[src/rtl/front_seq_pkg.sv]
// Shared types and phase constants for the front-layer fetch sequencer.
package front_seq_pkg;

  localparam int unsigned PHASE_W = 3;
  localparam int unsigned SLOT_W  = 6;

  typedef enum logic [1:0] {IDLE, FETCH, DONE} fetch_state_t;
  typedef enum logic [1:0] {WAIT, WIN, ACK} cpu_win_state_t;

  localparam logic [PHASE_W-1:0] PH_VCK   = 3'd0;
  localparam logic [PHASE_W-1:0] PH_VLK   = 3'd1;
  localparam logic [PHASE_W-1:0] PH_FCK_A = 3'd3;
  localparam logic [PHASE_W-1:0] PH_LD    = 3'd7;

  // Bit n set means FCK is high while the slot is in phase n.
  localparam logic [7:0] FCK_PH_MASK = 8'b1111_0000;

  function automatic logic fck_level(input logic [PHASE_W-1:0] ph);
    return FCK_PH_MASK[ph];
  endfunction

endpackage

[src/rtl/front_cpu_window.sv]
// CPU grant/ack handshake for the shared front attribute SRAM.
module front_cpu_window
  import front_seq_pkg::*;
(
  input  logic clk,
  input  logic rst,
  input  logic pix_ce,
  input  logic eligible,
  input  logic abort,
  input  logic cpu_req,
  output logic front_cs_n,
  output logic cpu_ack,
  output logic grant_c
);

  cpu_win_state_t state;

  // A new window may open from WAIT or straight out of ACK; never while one is open.
  assign grant_c = (state != WIN) && pix_ce && eligible && cpu_req && !abort;

  always_ff @(posedge clk or posedge rst) begin
    if (rst) begin
      state      <= WAIT;
      front_cs_n <= 1'b1;
      cpu_ack    <= 1'b0;
    end else begin
      cpu_ack <= 1'b0;
      case (state)
        WAIT: begin
          if (grant_c) begin
            state      <= WIN;
            front_cs_n <= 1'b0;
          end
        end
        WIN: begin
          if (abort) begin
            state      <= WAIT;
            front_cs_n <= 1'b1;
          end else if (pix_ce) begin
            state      <= ACK;
            front_cs_n <= 1'b1;
            cpu_ack    <= 1'b1;
          end
        end
        ACK: begin
          if (grant_c) begin
            state      <= WIN;
            front_cs_n <= 1'b0;
          end else begin
            state <= WAIT;
          end
        end
        default: begin
          state      <= WAIT;
          front_cs_n <= 1'b1;
        end
      endcase
    end
  end

endmodule

[src/rtl/front_fetch_sequencer.sv]
// Front (sprite) layer fetch timing: walks attribute slots in an 8-phase pattern
// and shares the attribute SRAM with the CPU in the safe phases of each slot.
module front_fetch_sequencer
  import front_seq_pkg::*;
#(
  parameter int unsigned SLOTS        = 64,
  parameter int unsigned CPU_PH_FIRST = 2,
  parameter int unsigned CPU_PH_LAST  = 6
)(
  input  logic       clk,
  input  logic       rst,
  input  logic       pix_ce,
  input  logic       line_start,
  input  logic       cpu_req,
  output logic       cpu_ack,
  output logic       front_cs_n,
  output logic       v_c,
  output logic       vck_n,
  output logic       vlk,
  output logic       fck,
  output logic       fck_stb,
  output logic       lc,
  output logic       ld_n,
  output logic [4:0] fh,
  output logic       h3,
  output logic       busy
);

  localparam logic [SLOT_W-1:0]  LAST_SLOT = SLOT_W'(SLOTS - 1);
  localparam logic [PHASE_W-1:0] CPU_FIRST = PHASE_W'(CPU_PH_FIRST);
  localparam logic [PHASE_W-1:0] CPU_LAST  = PHASE_W'(CPU_PH_LAST);

  fetch_state_t        state;
  logic [PHASE_W-1:0]  phase;
  logic [SLOT_W-1:0]   slot;
  logic                slot_granted;
  logic                eligible_c;
  logic                grant_c;

  // Outside FETCH the SRAM belongs to the CPU; inside, one grant per slot in the window.
  assign eligible_c = (state != FETCH) ||
                      ((phase >= CPU_FIRST) && (phase <= CPU_LAST) && !slot_granted);

  front_cpu_window u_cpu_window (
    .clk        (clk),
    .rst        (rst),
    .pix_ce     (pix_ce),
    .eligible   (eligible_c),
    .abort      (line_start),
    .cpu_req    (cpu_req),
    .front_cs_n (front_cs_n),
    .cpu_ack    (cpu_ack),
    .grant_c    (grant_c)
  );

  assign fh = slot[SLOT_W-1:1];
  assign h3 = slot[0];

  always_ff @(posedge clk or posedge rst) begin
    if (rst) begin
      state        <= IDLE;
      phase        <= '0;
      slot         <= '0;
      slot_granted <= 1'b0;
      busy         <= 1'b0;
      v_c          <= 1'b1;
      vck_n        <= 1'b1;
      vlk          <= 1'b0;
      fck          <= 1'b0;
      fck_stb      <= 1'b0;
      lc           <= 1'b0;
      ld_n         <= 1'b1;
    end else begin
      vlk     <= 1'b0;
      lc      <= 1'b0;
      fck_stb <= 1'b0;
      if (line_start) begin
        // Restart wins over a coincident pix_ce; phase 0 starts on the next one.
        state        <= FETCH;
        busy         <= 1'b1;
        phase        <= '0;
        slot         <= '0;
        slot_granted <= 1'b0;
        v_c          <= 1'b1;
        vck_n        <= 1'b1;
        fck          <= 1'b0;
        ld_n         <= 1'b1;
      end else if (pix_ce) begin
        if (state == FETCH) begin
          vck_n   <= (phase != PH_VCK);
          v_c     <= !((phase == PH_VCK) || (phase == PH_VLK)) || grant_c;
          lc      <= (phase == PH_VCK);
          vlk     <= (phase == PH_VLK);
          fck_stb <= (phase == PH_FCK_A) || (phase == PH_LD);
          fck     <= fck_level(phase);
          ld_n    <= (phase != PH_LD);
          phase   <= phase + PHASE_W'(1);
          if (grant_c) begin
            slot_granted <= 1'b1;
          end
          if (phase == PH_LD) begin
            slot_granted <= 1'b0;
            if (slot == LAST_SLOT) begin
              state <= DONE;
              busy  <= 1'b0;
            end else begin
              slot <= slot + SLOT_W'(1);
            end
          end
        end else begin
          v_c   <= 1'b1;
          vck_n <= 1'b1;
          fck   <= 1'b0;
          ld_n  <= 1'b1;
        end
      end
    end
  end

endmodule

[config.mk]
export PLATFORM = sky130hd
export DESIGN_NAME = front_fetch_sequencer
export DESIGN_NICKNAME = d
export VERILOG_FILES = /design/src/rtl/front_seq_pkg.sv /design/src/rtl/front_cpu_window.sv /design/src/rtl/front_fetch_sequencer.sv
export SDC_FILE = /design/constraint.sdc
export NUM_CORES = 1
export LEC_CHECK = 0
export ABC_AREA = 1
export ABC_CLOCK_PERIOD_IN_PS = 2200
export BUFFER_PORTS_ARGS = -buffer_cell sky130_fd_sc_hd__buf_2
export CORE_MARGIN = 5
export CORE_UTILIZATION = 49
export CTS_BUF_LIST = sky130_fd_sc_hd__clkbuf_2
export DETAILED_ROUTE_END_ITERATION = 6
export PLACE_DENSITY = 0.84
export SETUP_SLACK_MARGIN = 0.05
export SLEW_MARGIN = 20
export SYNTH_ARGS = -nofsm -noshare
export SYNTH_HDL_FRONTEND = slang
export SYNTH_SLANG_ARGS = --single-unit
[constraint.sdc]
create_clock -name clk -period 2.2 [get_ports clk]
set_input_delay 0.22 -clock clk [delete_from_list [all_inputs] [get_ports clk]]
set_output_delay 0.22 -clock clk [all_outputs]
set_load 0.01 [all_outputs]
; ---- Word level (Yosys, flattened, before mapping)
; Memories as Yosys holds them, arrays and structs flattened.
; Index checks and enable logic that the tools add are counted.
[word_totals]
regBits = 24
rom_bits = 8
in_bits = 5
output_inout_bits = 16
wordCells = 120
mem_count = 1
[memory_table]
columns = name, words, word_bits, rd, rd_ports_with_merged_regs, wr, line_no
row1 = (no name shown), 8, 1, 1, 0, 0, front_seq_pkg.sv:19  ; return FCK_PH_MASK[ph];
[op_classes]
addsub = 2
n_lt_le_gt_ge = 3
n_eq_ne = 14
mux = 57
n_reduce_logical = 28
[ops]
columns = op, n
row1 = 1-bit 2-to-1 mux, 39
row2 = 6-bit 2-to-1 mux, 5
row3 = 2-bit 2-to-1 mux, 8
row4 = 3-bit 2-to-1 mux, 3
row5 = 4-bit AND reduction, 2
row6 = 2-bit nonzero test, 4
row7 = 6-bit by 1-bit adder with 6-bit output (second input constant), 1
row8 = 6-bit == test (second input constant), 1
row9 = 1-bit logical AND, 6
row10 = 2-bit by 1-bit != test with 1-bit output (second input constant), 3
row11 = 3-bit != test (second input constant), 2
row12 = 2-bit case mux with 3 select lines, 1
row13 = 2-bit AND reduction, 3
row14 = 3-bit nonzero test, 2
row15 = 2-bit by 1-bit == test with 1-bit output (second input constant), 2
row16 = 1-bit logical OR, 4
row17 = 3-bit by 4-bit less-than comparator with 1-bit output (second input constant), 1
row18 = 2-bit != test (second input constant), 2
row19 = 3-bit by 1-bit adder with 3-bit output (second input constant), 1
row20 = 3-bit by 1-bit == test with 1-bit output (second input constant), 1
row21 = 3-bit by 2-bit == test with 1-bit output (second input constant), 1
row22 = 3-bit == test (second input constant), 1
row23 = 3-bit by 2-bit greater-or-equal comparator with 1-bit output (second input constant), 1
row24 = 3-bit <= comparator (second input constant), 1
row25 = other kinds (7), 9

; ---- Depth between registers and ports, before layout
; Gate-level depths: netlist (run 1).
[logic_depth]
ltp_word = 12
mapped_depth = 9
ltp_nobuf = 9

; ---- Modules after synthesis
; Synthesis (run 1) repeated with hierarchy kept, for this count alone.
[hier_totals]
hier_cells = 152
hier_area_um2 = 1216.2
[by_module_without_submodules]
columns = module, n_inst, cells_per_inst, area_per_inst_um2, seq_area_each_um2
row1 = front_fetch_sequencer, 1, 128, 1028.5, 479.2
row2 = front_cpu_window, 1, 24, 187.7, 101.3

; ---- Worst setup path after synthesis (run 1)
; OpenSTA, ideal clock, no wires.
[synth_path]
path_kind = register -> register
startpoint = register phase[0]
endpoint = register slot[2]
setup_time_ns = 0.126
arrival_time_ns = 1.245
required_ns = 2.074
path_slack_ns = 0.829
stages_incl_launch_ff = 8
n_path_buf = 0
synth_period_minus_slack_ns = 1.371
path_cell_list = dfrtp_1 -> ha_1 -> ha_1 -> nand3_2 -> nor2_1 -> nor2_4 -> nand2_1 -> o21ai_0
[synth_via]
elab_chain_cells = 3
[synth_lines]
columns = item, line_no
row1 = start: declaration, front_fetch_sequencer.sv:34  ; logic [PHASE_W-1:0] phase;
row2 = start signal: assignment, front_fetch_sequencer.sv:97  ; phase <= phase + PHASE_W'(1);
row3 = 3-bit == test, front_fetch_sequencer.sv:101  ; if (phase == PH_LD) begin
row4 = 2-bit nonzero test (no line), -
row5 = 4-bit AND reduction (no line), -
row6 = end signal: assignment, front_fetch_sequencer.sv:107  ; slot <= slot + SLOT_W'(1);
row7 = end: declaration, front_fetch_sequencer.sv:35  ; logic [SLOT_W-1:0] slot;
; No other way between the ends.
; A chain may end at the register's enable or synchronous reset.

; ---- Final worst setup path (run 1)
; Same ends and word-level chain as after synthesis.

==> results.json, run 1 <==
{
  "drive_above_1_share_pct": 20.9,
  "ys.warnings.count": 0,
  "nets": 171,
  "main_combinational_cell_family_by_area_after_synthesis": "simple AND/OR/NAND/NOR gates",
  "grt_max_degree": 24,
  "cts_buffers": 3,
  "final_period_minus_worst_setup_slack_ps": 1590,
  "timing_hold_violations_final": 0,
  "number_of_buffer_and_inverter_instances_along_the_worst_setup_path": 0,
  "cp_slowest_stage_delay_ps": 480,
  "totalPowerFinal_uw": 766,
  "post_synthesis_mux_area_share_pct": 0,
  "timing.critical_path.required_ps": 2450,
  "tritoncts": "built",
  "setup.worst_path.start_class": "flop",
  "io_buffers": 20,
  "worst_skew_pair.late_latency_ps": 320,
  "grt_antenna_before_repair": 0,
  "timing.rr.start": "phase[0]",
  "fp.coreArea_um2": 2230,
  "path_clk_slew_ps": 200,
  "design.die.area_um2": 3420,
  "postRouteWirelength_um": 2330,
  "synth_top_area_cell": "dfrtp_1",
  "dominant_register_cell_in_the_synthesized_netlist": "dfrtp_1",
  "antenna-diode-count": 0,
  "flip_flop_and_latch_count_after_synthesis": 23,
  "final_antenna_net_count": 0,
  "drc_errors": 0,
  "setup_violations": 0,
  "grt_first_pass_wirelength_um": 4000,
  "synth.yosys.seq_area_share_pct": 50.5,
  "max_cap_violations": 0,
  "finalMaxSlewViolations": 0,
  "grt_setup_unrepaired": "no",
  "cp_top_family": "flip-flops",
  "post_synth_and_or_nand_nor_area_fraction_pct": 30.0,
  "fin_tns_setup_ps": 0,
  "synth-compound-area-share_pct": 4.68,
  "syn-mean-instance-area_um2": 8.52,
  "critical_path_end_type": "flop",
  "fin_hold_ws_ps": 13.7,
  "chipWidth_um": 58.4,
  "max_slew.worst_pin.slew_ps": 817,
  "synthAdderAreaFrac_pct": 7.62,
  "worstSetupStartpoint": "phase[0]",
  "fin_worst_skew_ps": 3.61,
  "finalWeightedCongestion": 0.957,
  "post-cts-setup-buffers": 0,
  "crit_path_cell_trace": "ha_1 > ha_1 > nand3_2 > nor2_1 > nor2_4 > o21ai_0",
  "synth.top_cells.by_count": "35 x nand2_1, 19 x dfrtp_1, 18 x nor2_1, 16 x inv_1, 12 x nand3_1",
  "result_of_the_run": "complete, no violations",
  "async_set_or_reset_flop_fraction_in_the_synthesized_netlist_pct": 100,
  "area_growth_syn_to_layout_pct": 13.1,
  "dp_slack_ps": 651,
  "track_usage_pct": 15.3,
  "clock_sinks": 23,
  "iteration_0_drc_markers": 20,
  "cellLeakagePower_nw": 0.728,
  "crit_top_cell": "ha_1",
  "post_cts_hold_buffer_count": 0,
  "critical-path-slowest-cell": "dfrtp_1",
  "dp_cells": 182,
  "io-pin-count": 21,
  "vias": 986,
  "yosys-top-cells-area": "dfrtp_1 41%, nand2_1 11%, dfstp_2 9.1%",
  "via_per_inst": 5.30,
  "die_h_um": 58.4,
  "globalRouteOverflowTotal": 0,
  "placementRows": 17,
  "worst_ir_drop_vdd_v": 0.000381,
  "htree_levels": 1,
  "synth_cell_types": 19,
  "synthXorXnorAreaFrac_pct": 1.52,
  "post_layout_nonfiller_instances": 186,
  "fmax_mhz": 629,
  "dp_hpwl_um": 1820,
  "syn-num-nets": 147,
  "cts.root.buffer_cell": "clkbuf_2",
  "cts.path.max_buffers": 2,
  "yosys.cell_count.top_type": "nand2_1",
  "synth_enable_flop_cells": 0,
  "final_critical_path_setup_slack_ps": 609,
  "slew-limit-headroom_pct": 45.5,
  "hp-class": "in2async",
  "firstDrtPassIters": 4,
  "dpl-instance-area_um2": 1280,
  "synthesis.instances": 135,
  "cp.arrival_ps": 1840,
  "mappedNetlistArea_um2": 1150,
  "initial_standard_cell_utilization_of_the_core_pct": 51.5,
  "highest_fanout_seen_on_the_critical_path": 7,
  "design_area_um2": 1300,
  "post_cts_resize_count": 0,
  "first_global_vias": 966,
  "post-route-util_pct": 58.2,
  "post_drt_wl_per_cell_um": 12.5,
  "synth_top_area_share_pct": 41.3,
  "worst-setup-path-type": "reg2reg",
  "pwr_density_cell_nw_per_um2": 589,
  "final_min_period_over_clock_period_pct": 72.3
}
## placed cells by master, fill, tap and decap left out, drive strengths merged
cell,instances
inv,16
a21o,1
a21oi,4
nand2,35
xor2,2
o21ai,4
ha,7
o22ai,1
dfstp,4
dfrtp,19
and3,2
nor2,20
or2,1
buf,20
nand4,4
nor3,1
nand3,13
clkbuf,4
## final timing paths
path,endpoint,slack (ps),cells past startpoint
min reg2reg,fck,520,2
max reg2reg,slot[2],610,6
max in group asynchronous,slot[1],1690,2
min in group clk,state[1],140,2
max,slot[2],610,6
min,slot[0],10,2
## sequential cells by signal, indices dropped and copies added (netlist names), 2 cells and up
name                flops
slot                    6
phase                   3
state                   2
u_cpu_window.state      2
## power breakdown
group	switching, mW	internal [mW]	total (mW)
Clock	0.119	0.0481	0.167
Sequential	0.0180	0.458	0.476
Combinational	0.0767	0.0458	0.123
## kinds of logic after synthesis
logic type	count (synthesis)
xor gates and xnor gates	2
buffers and inverters	17
AOI/OAI and AO/OA	10
adders and majority gates	7
and+or+nand+nor	76
DFF	23
## cell type report
cell class                 instances  area, um^2
timing repair buffer              20         100
sequential                        23         581
clock buffer                       4        20.0
multi-input combinational         95         504
fill                             212         933
inverter                          16        60.1
tap                               28        35.0
## layer usage
layer  vias to the layer above  part of all wire [%]  global-route usage [%]
li1                        477                     -                       -
met5                         -                     0                       0
met4                         0                   1.8                    8.28
met2                        31                    49                    24.9
met1                       471                    43                    18.6
met3                         7                   5.5                    3.51
Note: power is estimated with default switching activity, not from simulation.
==> run 2, diff against run 1 <==
- ABC_CLOCK_PERIOD_IN_PS: 2200 -> 1600
- clock period: 2.2 -> 1.6 ns (I/O delays scaled with it)
==> results.json, run 2 (same netlist as run 1, synthesis figures left out) <==
{
  "dp_slack_ps": 67.2,
  "max_cap_violations": 0,
  "max_slew.worst_pin.slew_ps": 293,
  "clock_power_share_pct": 21.9,
  "worst-setup-path-type": "reg2reg",
  "worstSetupStartpoint": "phase[0]",
  "top_register": "slot",
  "grt_antenna_before_repair": 0,
  "critical_path_end_type": "flop",
  "largest_reg_flops": 6,
  "fp.coreArea_um2": 2230,
  "path_clk_slew_ps": 220,
  "nets": 180,
  "placementRows": 17,
  "switching_share_pct": 29.4,
  "finalWeightedCongestion": 0.914,
  "tritoncts": "built",
  "cp.arrival_ps": 1790,
  "area_growth_syn_to_layout_pct": 21.0,
  "die_h_um": 58.4,
  "drc_errors": 0,
  "final_min_period_over_clock_period_pct": 93.7,
  "cellLeakagePower_nw": 0.763,
  "design_area_um2": 1390,
  "first_global_vias": 967,
  "highest_fanout_seen_on_the_critical_path": 7,
  "htree_levels": 1,
  "p_int_uw": 773,
  "pwr_density_cell_nw_per_um2": 787,
  "drive_above_1_share_pct": 28.1,
  "slew-limit-headroom_pct": 80.5,
  "firstDrtPassIters": 4,
  "timing.hold.worst.start": "line_start",
  "final_critical_path_setup_slack_ps": 102,
  "worst_ir_drop_vdd_v": 0.000622,
  "power_frac_seq_pct": 59.8,
  "cts.path.max_buffers": 2,
  "final_cell_mix": "35 x nand2_1, 20 x buf_2, 17 x nor2_1",
  "hp-class": "in2reg",
  "post-route-util_pct": 62.3,
  "globalRouteOverflowTotal": 0,
  "crit_path_cell_trace": "ha_1 > ha_2 > nand3_2 > nor2_2 > nor2_4 > nand2_1 > nand2_1",
  "postRouteWirelength_um": 2540,
  "crit_top_cell": "nand2_1",
  "finalMaxSlewViolations": 0,
  "grt_first_pass_wirelength_um": 4040,
  "clock_sinks": 23,
  "post_drt_wl_per_cell_um": 13.0,
  "worst_skew_pair.late_latency_ps": 340,
  "timing.rr.start": "phase[0]",
  "track_usage_pct": 15.3,
  "cp_slowest_stage_delay_ps": 490,
  "result_of_the_run": "complete, no violations",
  "io-pin-count": 21,
  "initial_standard_cell_utilization_of_the_core_pct": 51.5,
  "antenna-diode-count": 0,
  "dp_hpwl_um": 1780,
  "layout.cells.most_common": "nand2_1",
  "dpl-instance-area_um2": 1300,
  "fmax_mhz": 667,
  "io_buffers": 20,
  "power.net_switching_uw": 322,
  "iteration_0_drc_markers": 23,
  "grt_max_degree": 24,
  "top_regs": "slot: 6 flops, phase: 3 flops",
  "cts.root.buffer_cell": "clkbuf_2",
  "fin_worst_skew_ps": 8.05,
  "vias": 1032,
  "fin_hold_ws_ps": 67.0,
  "final_antenna_net_count": 0,
  "timing_hold_violations_final": 0,
  "design.die.area_um2": 3420,
  "final_period_minus_worst_setup_slack_ps": 1500,
  "power.combinational.fraction_pct": 18.3,
  "critical-path-slowest-cell": "dfrtp_2",
  "cts_buffers": 3,
  "via_per_inst": 5.29,
  "setup.worst_path.start_class": "flop",
  "timing.critical_path.required_ps": 1890,
  "chipWidth_um": 58.4,
  "fin_tns_setup_ps": 0,
  "setup_violations": 0
}
run 2: cell type report:
| type | count | area (um^2) |
|---|---|---|
| clock inverter | 1 | 5.00 |
| tap | 28 | 35.0 |
| inverter | 16 | 60.1 |
| sequential | 23 | 584 |
| fill | 205 | 842 |
| timing repair buffer | 29 | 170 |
| clock buffer | 3 | 15.0 |
| multi-input combinational | 95 | 522 |
run 2: worst paths after layout:
kind | endpoint | slack, ps | depth (start not counted)
worst max-delay path | slot[5] | 100 | 7
worst min-delay path | state[1] | 70 | 2
worst max register to register | slot[5] | 100 | 7
worst min register to register | v_c | 520 | 2
max in group asynchronous | u_cpu_window.front_cs_n | 960 | 4
min in group asynchronous | u_cpu_window.state[1] | 360 | 4
run 2: what timing repair did:
item,4_1_cts,5_1_grt
hold buffers,1,0
hold endpoints to repair,19,0
setup buffers,0,5
resized for setup,0,7
setup endpoints to repair,0,7
run 2: layer usage:
metal	up-vias	routed length, um	track usage (%)
met3	2	164	4.82
met5	-	0	0
li1	495	-	-
met4	0	8	4.30
met1	503	1030	17.3
met2	32	1340	27.6
run 2: worst max-delay path, delay by kind of cell (launching register included):
kind                     cells  cell delay (ps)
AND/OR/NAND/NOR              5              530
flip-flops                   1              490
adder cells (fa/ha/maj)      2              440
run 2: power groups by stage:
stage / logic (mW) / registers, mW / clock network, mW
finish: 0.200 / 0.655 / 0.240
floorplan: 0.0977 / 0.677 / 0
detailed placement: 0.179 / 0.665 / 0
global route: 0.230 / 0.661 / 0.269
CTS: 0.182 / 0.655 / 0.243
global placement: 0.171 / 0.662 / 0
run 2: per-stage QoR:
step	std cells	total power [mW]
floorplan	135	0.775
global placement	185	0.833
detailed placement	185	0.844
CTS	190	1.08
global route	195	1.16
finish	195	1.10
==> run 3, diff against run 2 <==
- MAX_ROUTING_LAYER: unset -> met4
==> results.json, run 3 (same netlist as run 1, synthesis figures left out) <==
{
  "path_clk_slew_ps": 210,
  "setup_violations": 0,
  "multi_input_area_um2": 520,
  "p_int_uw": 770,
  "result_of_the_run": "complete, no violations",
  "initial_standard_cell_utilization_of_the_core_pct": 51.5,
  "totalPowerFinal_mw": 1.06,
  "final_antenna_net_count": 0,
  "max_slew.worst_pin.slew_ps": 292,
  "top_regs": "slot: 6 flops, phase: 3 flops",
  "layout.cells.most_common": "nand2_1",
  "timing_hold_violations_final": 0,
  "io-pin-count": 21,
  "max_cap_violations": 0,
  "clock_sinks": 23,
  "placementRows": 17,
  "fp.coreArea_um2": 2230,
  "finalWeightedCongestion": 0.885,
  "postRouteWirelength_um": 2340,
  "globalRouteOverflowTotal": 0,
  "hold_depth": 2,
  "design.die.area_um2": 3420,
  "grt_first_pass_wirelength_um": 3880,
  "power.net_switching_uw": 294,
  "chipWidth_um": 58.4,
  "ff_latch_area_um2": 582,
  "clock_power_share_pct": 21.4,
  "pwr_density_cell_nw_per_um2": 780,
  "setup.worst_path.start_class": "flop",
  "grt_setup_unrepaired": "no",
  "track_usage_pct": 15.2,
  "final_period_minus_worst_setup_slack_ps": 1480,
  "switching_share_pct": 27.7,
  "worst_skew_pair.late_latency_ps": 310,
  "drive_above_1_share_pct": 25.0,
  "worstSetupStartpoint": "phase[0]",
  "worst_ir_drop_vdd_v": 0.000608,
  "grt_antenna_before_repair": 0,
  "r2r_slack_ps": 120,
  "power.combinational.fraction_pct": 17.3,
  "fmax_mhz": 675,
  "timing.critical_path.required_ps": 1820,
  "vias": 976,
  "critical_path_end_type": "flop",
  "antenna-diode-count": 0,
  "die_h_um": 58.4,
  "firstDrtPassIters": 4,
  "holdPathEnd": "state[1]",
  "final_min_period_over_clock_period_pct": 92.6,
  "slew-limit-headroom_pct": 80.6,
  "worst_r2r_endpoint": "slot[0]",
  "fillCellCount": 208,
  "cts.root.buffer_cell": "clkbuf_2",
  "via_per_inst": 5.08,
  "cts_buffers": 3,
  "cellLeakagePower_nw": 0.768,
  "highest_fanout_seen_on_the_critical_path": 6,
  "grt_max_degree": 24,
  "io_buffers": 20,
  "cts.path.max_buffers": 2,
  "post_drt_wl_per_cell_um": 12.2,
  "cp.arrival_ps": 1700,
  "area_growth_syn_to_layout_pct": 18.7,
  "timing.hold.worst.start": "line_start",
  "hp-class": "in2reg",
  "fin_tns_setup_ps": 0,
  "dp_hpwl_um": 1790,
  "post-route-util_pct": 61.1,
  "htree_levels": 1,
  "tritoncts": "built",
  "design_area_um2": 1370,
  "top_register": "slot",
  "iteration_0_drc_markers": 23,
  "nets": 177,
  "largest_reg_flops": 6,
  "timing.rr.start": "phase[0]",
  "drc_errors": 0,
  "fin_worst_skew_ps": 16.4,
  "final_cell_mix": "35 x nand2_1, 20 x buf_2, 18 x dfrtp_1",
  "worst-setup-path-type": "reg2reg",
  "power_frac_seq_pct": 61.2,
  "worstRegToRegCells": 8,
  "finalMaxSlewViolations": 0,
  "first_global_vias": 986,
  "dpl-instance-area_um2": 1310
}
## run 3: layout make-up
cell class	count	area share, %
multi-input combinational	95	38.1
sequential	23	42.6
timing repair buffer	26	10.8
clock buffer	4	1.47
inverter	16	4.40
tap	28	2.57
## run 3: power by group through the flow
stage          combinational, mW  sequential (mW)  clock, mW
2_1_floorplan             0.0977            0.677          0
3_3_place_gp               0.179            0.659          0
3_5_place_dp               0.185            0.663          0
4_1_cts                    0.188            0.652      0.232
5_1_grt                    0.209            0.658      0.267
6_report                   0.184            0.652      0.228
## run 3: how the worst max path moves through the flow
stage               endpoint  slack, ps
floorplan            slot[2]        230
global placement     slot[2]        160
detailed placement   slot[2]         70
CTS                  slot[2]         50
global route         slot[2]         70
finish               slot[0]        120
## run 3: timing repair
item	CTS	global route
hold buffers	1	0
resized for setup	0	5
setup endpoints to repair	0	6
setup buffers	0	1
hold endpoints to repair	19	0
## run 3: metrics by stage
step / std cells / hold WS [ps] / worst slack, ps
after floorplan: 135 / 159 / 229
after global placement: 186 / 209 / 165
after detailed placement: 186 / 215 / 65.8
after CTS: 191 / 91.5 / 51.0
after global routing: 192 / 67.1 / 67.7
final: 192 / 88.2 / 118
## run 3: routing by layer
layer / track usage, % / up-vias / part of all wire [%]
li1: - / 485 / -
met1: 15.9 / 463 / 42
met2: 27.4 / 24 / 52
met3: 3.07 / 4 / 4.9
met4: 6.62 / 0 / 1.2
met5: - / - / 0
## run 3: worst max-delay path, cell delays in order (launching register included)
cell and delay, ps:
dfrtp_2 490, ha_1 230, ha_2 200, nand3_2 110, inv_1 70, nand2_1 50, nand2_1 90, nand2_1 70
nand2_1 50
